$ cat src/rtl/logic_reducer_pkg.sv
// Shared types for the logic_reducer slice: operator and FSM state encodings,
// plus the identity element used to seed a fresh reduction group.
package logic_pkg;

  localparam int unsigned MAX_W = 64;

  typedef enum logic [1:0] {
    OP_OR   = 2'd0,
    OP_AND  = 2'd1,
    OP_XOR  = 2'd2,
    OP_PASS = 2'd3
  } op_e;

  typedef enum logic {
    IDLE  = 1'b0,
    ACCUM = 1'b1
  } state_e;

  // Identity at the widest supported width; callers size-cast to their N.
  function automatic logic [MAX_W-1:0] op_identity(op_e op);
    return (op == OP_AND) ? {MAX_W{1'b1}} : {MAX_W{1'b0}};
  endfunction

endpackage

$ cat src/rtl/logic_alu.sv
// Combinational two-operand bitwise operator; PASS forwards x.
module logic_alu
  import logic_pkg::*;
#(
  parameter int N = 4
) (
  input  logic [N-1:0] x,
  input  logic [N-1:0] y,
  input  logic [1:0]   op,
  output logic [N-1:0] z
);

  always_comb begin
    // NOTE: default first so every path assigns z and no latch is inferred.
    z = x;
    case (op_e'(op))
      OP_OR:   z = x | y;
      OP_AND:  z = x & y;
      OP_XOR:  z = x ^ y;
      OP_PASS: z = x;
      default: z = x;
    endcase
  end

endmodule

$ cat src/rtl/logic_reducer.sv
// Registered bitwise logic unit with valid/ready handshakes; optionally folds
// BEATS accepted beats (or fewer, on flush) into one result.
module logic_reducer
  import logic_pkg::*;
#(
  parameter int N     = 4,
  parameter int BEATS = 4
) (
  input  logic         clk,
  input  logic         rst,
  input  logic         in_valid,
  output logic         in_ready,
  input  logic [N-1:0] a,
  input  logic [N-1:0] b,
  input  logic [1:0]   op,
  input  logic         acc_en,
  input  logic         flush,
  output logic         out_valid,
  input  logic         out_ready,
  output logic [N-1:0] q
);

  localparam int CW = $clog2(BEATS + 1);

  state_e        state;
  logic [N-1:0]  acc;
  logic [CW-1:0] cnt;
  logic [1:0]    grp_op;

  logic          can_load;
  logic          accept;
  logic          acc_mode;
  op_e           eff_op;
  logic [N-1:0]  r;
  logic [N-1:0]  acc_base;
  logic [N-1:0]  acc_next;
  logic [CW-1:0] cnt_next;
  logic          last_beat;
  logic          flush_now;
  logic          emit;
  logic [N-1:0]  result;

  assign can_load = !out_valid || out_ready;
  assign in_ready = rst && can_load;
  assign accept   = in_valid && in_ready;

  // An open group is locked to the operator and mode it started with.
  assign eff_op   = op_e'((state == ACCUM) ? grp_op : op);
  assign acc_mode = (state == ACCUM) || acc_en;

  logic_alu #(.N(N)) u_beat (
    .x  (a),
    .y  (b),
    .op (eff_op),
    .z  (r)
  );

  // r is the x operand so PASS keeps the latest a; the other ops commute.
  assign acc_base = (state == IDLE) ? N'(op_identity(eff_op)) : acc;

  logic_alu #(.N(N)) u_fold (
    .x  (r),
    .y  (acc_base),
    .op (eff_op),
    .z  (acc_next)
  );

  assign cnt_next  = cnt + CW'(1);
  assign last_beat = accept && acc_mode && (cnt_next == CW'(BEATS));
  assign flush_now = (state == ACCUM) && flush && can_load;
  assign emit      = (accept && !acc_mode) || last_beat || flush_now;
  assign result    = !acc_mode ? r : (accept ? acc_next : acc);

  // NOTE: non-blocking assignments only, so every register samples pre-edge values.
  always_ff @(posedge clk or negedge rst) begin
    if (!rst) begin
      state     <= IDLE;
      // NOTE: acc is a plain register, not a memory, so it joins the async reset.
      acc       <= '0;
      cnt       <= '0;
      grp_op    <= 2'(OP_OR);
      q         <= '0;
      out_valid <= 1'b0;
    end else begin
      if (emit) begin
        q         <= result;
        out_valid <= 1'b1;
      end else if (out_ready) begin
        out_valid <= 1'b0;
      end

      case (state)
        IDLE: begin
          if (accept && acc_en) begin
            acc    <= acc_next;
            grp_op <= op;
            if (last_beat) begin
              cnt <= '0;
            end else begin
              cnt   <= cnt_next;
              state <= ACCUM;
            end
          end
        end
        ACCUM: begin
          if (accept) begin
            acc <= acc_next;
            cnt <= cnt_next;
          end
          if (last_beat || flush_now) begin
            cnt   <= '0;
            state <= IDLE;
          end
        end
        default: state <= IDLE;
      endcase
    end
  end

endmodule

$ cat config.mk
export PLATFORM = sky130hd
export DESIGN_NAME = logic_reducer
export DESIGN_NICKNAME = d
export VERILOG_FILES = /design/src/rtl/logic_reducer_pkg.sv /design/src/rtl/logic_alu.sv /design/src/rtl/logic_reducer.sv
export SDC_FILE = /design/constraint.sdc
export NUM_CORES = 1
export LEC_CHECK = 0
export ABC_AREA = 0
export CAP_MARGIN = 20
export CORE_MARGIN = 2
export CORE_UTILIZATION = 53
export DETAILED_ROUTE_END_ITERATION = 12
export GPL_ROUTABILITY_DRIVEN = 0
export PLACE_DENSITY_LB_ADDON = 0.2
export SLEW_MARGIN = 20
export SYNTH_ARGS = -nofsm -noshare
export SYNTH_HDL_FRONTEND = slang
export SYNTH_HIERARCHICAL = 1
export SYNTH_SLANG_ARGS = --single-unit
$ cat constraint.sdc
create_clock -name clk -period 3.9 [get_ports clk]
set_input_delay 0.585 -clock clk [delete_from_list [all_inputs] [get_ports clk]]
set_output_delay 0.585 -clock clk [all_outputs]
set_load 0.005 [all_outputs]
## After elaboration in Yosys (flattened, before gate mapping)

Cells that the tools add are included.

| word-level totals | value |
|---|---|
| bits in registers | 15 |
| input bits | 16 |
| output and inout port bits | 6 |

| cells by class | value |
|---|---|
| add/subtract/negate cells | 1 |
| eq/ne operators | 6 |
| mux-type cells | 20 |
| bitwise gates (word level) | 7 |
| reduce and logical (&&, ||, !) cells | 19 |

Operator list:

| kind | count |
|---|---|
| $pmux W4 S4 | 2 |
| $mux W4 | 5 |
| $mux W3 | 4 |
| $and A4 B4 Y4 | 2 |
| $logic_and A1 B1 Y1 | 8 |
| $or A4 B4 Y4 | 2 |
| $pmux W4 S2 | 1 |
| $xor A4 B4 Y4 | 2 |
| $pmux W3 S2 | 1 |
| $logic_or A1 B1 Y1 | 5 |
| $mux W1 | 5 |
| $eq A2 B2 Y1 const B | 2 |
| $reduce_and A2 Y1 | 2 |
| $add A3 B1 Y3 const B | 1 |
| $eq A3 B3 Y1 const B | 1 |
| $ne A3 B1 Y1 const B | 1 |
| $eq A2 B1 Y1 const B | 1 |
| $logic_not A1 Y1 | 2 |
| $logic_not A2 Y1 | 1 |
| $mux W2 | 1 |
| $ne A2 B1 Y1 const B | 1 |
| $pmux W1 S2 | 1 |
| $reduce_bool A2 Y1 | 1 |
| $not A1 Y1 | 1 |

## Logic depth before layout (Yosys ltp)

| depth | value |
|---|---|
| depth after elaboration | 9 |
| gate-level depth with buffers | 11 |

## By module

Netlist, hierarchy kept.

By module, submodules not included:

| module | instances | cells an instance | area an instance (sq um) |
|---|---|---|---|
| logic_reducer | 1 | 81 | 888.4 |
| logic_alu | 2 | 24 | 250.2 |

## Least setup slack after synthesis

OpenSTA, ideal clock, no wires.

| path | value |
|---|---|
| path kind | register -> register |
| start point | register state |
| end point | register q[0] |
| setup time | 0.125 ns |
| arrival time | 2.667 ns |
| required time | 3.775 ns |
| slack | 1.107 ns |
| stages on the path, launching flop included | 10 |
| path buffers | 1 |
| cell sequence | dfrtp_1 buf_2 mux2_2 mux4_1 inv_1 ha_1 mux4_1 nand3_1 a31oi_1 mux2_4 |

RTL lines:

| item | RTL line | text |
|---|---|---|
| from (decl) | logic_reducer.sv:25 | `state_e state;` |
| from (signal assigned) | logic_reducer.sv:77 | `state <= IDLE;` |
| from (signal assigned) | logic_reducer.sv:101 | `state <= ACCUM;` |
| from (signal assigned) | logic_reducer.sv:112 | `state <= IDLE;` |
| $mux W2 (*) | logic_reducer.sv:48 | `assign eff_op = op_e'((state == ACCUM) ? grp_op : op);` |
| named net eff_op[1] | logic_reducer.sv:33 | `op_e eff_op;` |
| $eq A2 B2 Y1, or another cell as far along | logic_alu.sv:16 | `case (op_e'(op))` |
| $pmux W4 S4 (*) | logic_alu.sv:16 |  |
| named net r[0] | logic_reducer.sv:34 | `logic [N-1:0] r;` |
| $xor A4 B4 Y4, or another cell as far along | logic_alu.sv:19 | `OP_XOR: z = x ^ y;` |
| $pmux W4 S4 (*) | logic_alu.sv:16 |  |
| named net acc_next[0] | logic_reducer.sv:36 | `logic [N-1:0] acc_next;` |
| $mux W4 (*) | n/a |  |
| $mux W4 (*) | logic_reducer.sv:72 | `assign result = !acc_mode ? r : (accept ? acc_next : acc);` |
| to (signal assigned) | logic_reducer.sv:86 | `q <= result;` |
| to (decl) | logic_reducer.sv:20 | `output logic [N-1:0] q` |

The timed path passes the listed nets; every way through them passes the cells marked *.
A chain may end at the register's enable or synchronous reset.

## Final worst setup path

| path | value |
|---|---|
| start point | input port op[1] |
| end point | register q[3] |

RTL lines:

| item | RTL line | text |
|---|---|---|
| from (decl) | logic_reducer.sv:15 | `input logic [1:0] op,` |
| $mux W2 (*) | logic_reducer.sv:48 |  |
| named net eff_op[1] | logic_reducer.sv:33 |  |
| $eq A2 B2 Y1, or another cell as far along | logic_alu.sv:16 |  |
| $pmux W4 S4 (*) | logic_alu.sv:16 |  |
| named net r[3] | logic_reducer.sv:34 |  |
| $xor A4 B4 Y4, or another cell as far along | logic_alu.sv:19 |  |
| $pmux W4 S4 (*) | logic_alu.sv:16 |  |
| named net acc_next[3] | logic_reducer.sv:36 |  |
| $mux W4 (*) | n/a |  |
| $mux W4 (*) | logic_reducer.sv:72 |  |

Marked as above.

==> results.yml <==
clock_tree:
  cts-root-to-sink-buffers: 2
  clock-sinks: 15
  clk_transition_reported_paths_ps: 100
  cts-htree-levels: 1
  clk_root_buffer_cell: "sky130_fd_sc_hd__clkbuf_4"
  cts.repair_timing.setup_buffer_count: 0
  clkLatencyLatePin_ps: 280
  cts_repair_resize_count: 0
  cts_tree: "yes"
  cts-hold-fix-buffers: 0
  numCtsBuffers: 3
sta:
  setup_violations: 0
  fin_skew_ps: 14.35
  timing.final.ws_setup_ps: 669.8
  finalMaxSlewViolations: 0
  rsz0062_at_grt: "false"
  worstMarginPinSlew_ps: 461.9
  setup_total_negative_slack_ps: 0
  final_min_period_over_clock_period_pct: 82.83
  maxClockFrequency_ghz: 0.3096
  final_hold_viol_count: 0
  slew_headroom_pct: 69.21
  finalWorstPathRequiredPeriod_ps: 3230
cells_and_area:
  seqCellArea_um2: 375.4
  commonest_non_fill_non_tap_cell_in_the_layout: "sky130_fd_sc_hd__inv_1"
  flow.area_growth_from_synthesis_pct: 18.29
  num-nets-final: 187
  layoutNonFillerInstCount: 182
  layout_common_cells: "sky130_fd_sc_hd__inv_1, sky130_fd_sc_hd__clkdlybuf4s50_1, sky130_fd_sc_hd__ha_1"
  diodes: 0
  fill_cells: 206
  post_route_cells_drive_above_1_share_pct: 11.18
  multi_input_area_um2: 888.4
critical_path:
  crit_reg_reg_startpoint: "state"
  regToRegEndpoint: "q[3]"
  cp_max_fo: 8
  worst_ep_required_time_ps: 4050
  critical_path.startpoint_type: "primary input"
  worstRegToRegCells: 8
  worst_ep_arrival_time_ps: 3380
  end_kind: "register"
  critical_path_class: "in -> reg"
  worst-r2r-setup-slack_ps: 860
detailed_routing:
  detail_route.wirelength_mm: 2.356
  wire_per_inst_um: 12.95
  drc: 0
  num_vias: 979
  first_pass_iters: 4
  drtIter0Drc: 12
  ant_nets: 0
  vias_per_cell: 5.379
power:
  power_per_cell_area_nw_per_um2: 584.4
  static-leakage-power_nw: 0.8213
  vdd_ir_drop_max_mv: 0.3036
place:
  detailedPlace.worstSlack_ps: 376.4
  dp_hpwl_mm: 1.917
  port_buffer_count: 21
  placed_cells: 178
synth:
  synthesis.nets: 163
  ys_ff_latch: 15
  postSynthAreaPerCell_um2: 10.77
  synthesis.yosys.warnings: 6
  netlist_instances: 129
  post_synth_instance_area_um2: 1389
  yosysSeqAreaShare_pct: 27.03
  number_of_distinct_library_cell_variants_in_the_gate_level_netlist_after_synthesis: 27
floorplanning:
  initial_utilization_pct: 56.06
  placement_rows: 18
  die_h_um: 55.19
  floorplan.die_area_um2: 3046
  floorplan.die.width_um: 55.19
  core-area_um2: 2477
  pin_count: 22
grt:
  via_count_of_the_first_global_routing_pass: 955
  grt_max_degree: 12
  grt_antenna_before_repair: 0
  globalRouteOverflowTotal: 0
  grt_first_pass_wirelength_mm: 4.091
  total_grt_usage_pct: 19.03
run:
  drv.max_cap_violation_count: 0
hold_path:
  worstHoldEndpoint: "grp_op[1]"
  worst_hold_startpoint: "grp_op[1]"
  holdCritPathClass: "reg -> reg"
  timing.hold.worst_path_depth: 1
outcome:
  outcome: "completed"
## Yosys cell counts, drive strengths merged
| cell type | count | share of area (%) |
|---|---|---|
| nand2b | 4 | 1.8 |
| buf | 3 | 2.0 |
| a211oi | 1 | 1.4 |
| nor2 | 10 | 3.2 |
| nor2b | 1 | 0.63 |
| or2 | 1 | 0.45 |
| o2bb2ai | 1 | 0.63 |
| a31oi | 4 | 1.8 |
| a21oi | 1 | 0.36 |
| a21o | 4 | 2.2 |
| mux4 | 8 | 15 |
| inv | 26 | 7.0 |
| nand2 | 4 | 1.1 |
| o21ai | 4 | 1.4 |
| and2 | 2 | 0.90 |
| mux2i | 2 | 1.4 |
| nor4b | 1 | 1.1 |
| nor3 | 1 | 0.36 |
| mux2 | 11 | 11 |
| and3 | 2 | 0.90 |
| dfrtp | 15 | 27 |
| ha | 18 | 16 |
| nand3 | 5 | 1.8 |
## per-layer routing
| metal | global-route usage, % | part of all wire (%) |
|---|---|---|
| met4 | 5.691 | 1.1 |
| met2 | 35.52 | 51 |
| met3 | 2.688 | 3.8 |
| met5 | 0 | 0 |
| met1 | 22.39 | 44 |
## report_power, final
group	internal (mW)	switching [mW]	leakage [nW]
Combinational	0.336	0.248	0.623
Sequential	0.232	0.0587	0.183
Clock	0.0395	0.0464	0.0150
## final cells by class
class	instances	area share [%]
clock buffers	4	1.599
inverters	26	5.941
multi-input cells	85	54.07
flip-flops and latches	15	22.85
well taps	30	2.285
repair buffers	22	13.25
## metrics by stage
| step | hold WS (ps) | total power [mW] | area [um2] | util, % |
|---|---|---|---|---|
| after floorplan | 289.4 | 0.7250 | 1389 | - |
| after global placement | 467.3 | 0.8459 | 1617 | 65.25 |
| after detailed placement | 473.8 | 0.8819 | 1617 | 65.25 |
| after CTS | 495.3 | 0.9680 | 1643 | 66.31 |
| after global routing | 514.7 | 1.054 | 1643 | 66.31 |
| final | 496.9 | 0.9600 | 1643 | 66.31 |
## worst max path at each step
stage          start  slack (ps)   end  depth (start not counted)
2_1_floorplan  state        1110  q[0]                          9
3_3_place_gp   op[1]         480  q[3]                          9
3_5_place_dp   op[1]         380  q[3]                          9
4_1_cts        op[1]         660  q[3]                          9
5_1_grt        op[1]         580  q[2]                          9
6_report       op[1]         670  q[3]                          9
## critical path, stage by stage
cell and delay [ps]:
sky130_fd_sc_hd__clkdlybuf4s50_1 510, sky130_fd_sc_hd__mux2_2 320, sky130_fd_sc_hd__mux4_1 660, sky130_fd_sc_hd__inv_1 90
sky130_fd_sc_hd__ha_1 220, sky130_fd_sc_hd__mux4_1 530, sky130_fd_sc_hd__nand3_1 90, sky130_fd_sc_hd__a31oi_1 100
sky130_fd_sc_hd__mux2_4 290
## kinds of logic (layout without fill, tap and decap cells)
family | count (synthesis) | after routing | share of synthesized area, %
fa+ha+maj | 18 | 18 | 16.22
mux | 21 | 21 | 27.66
compound gates | 15 | 15 | 7.838
simple gates | 31 | 31 | 12.25
buf+inv | 29 | 52 | 9.008
flops | 15 | 15 | 27.03
## registers in the layout, indices dropped and copies added, names as in the netlist
name and count:
acc 4, q 4, cnt 3, grp_op 2
out_valid 1, state 1
Power figures use the tool's default switching activity.
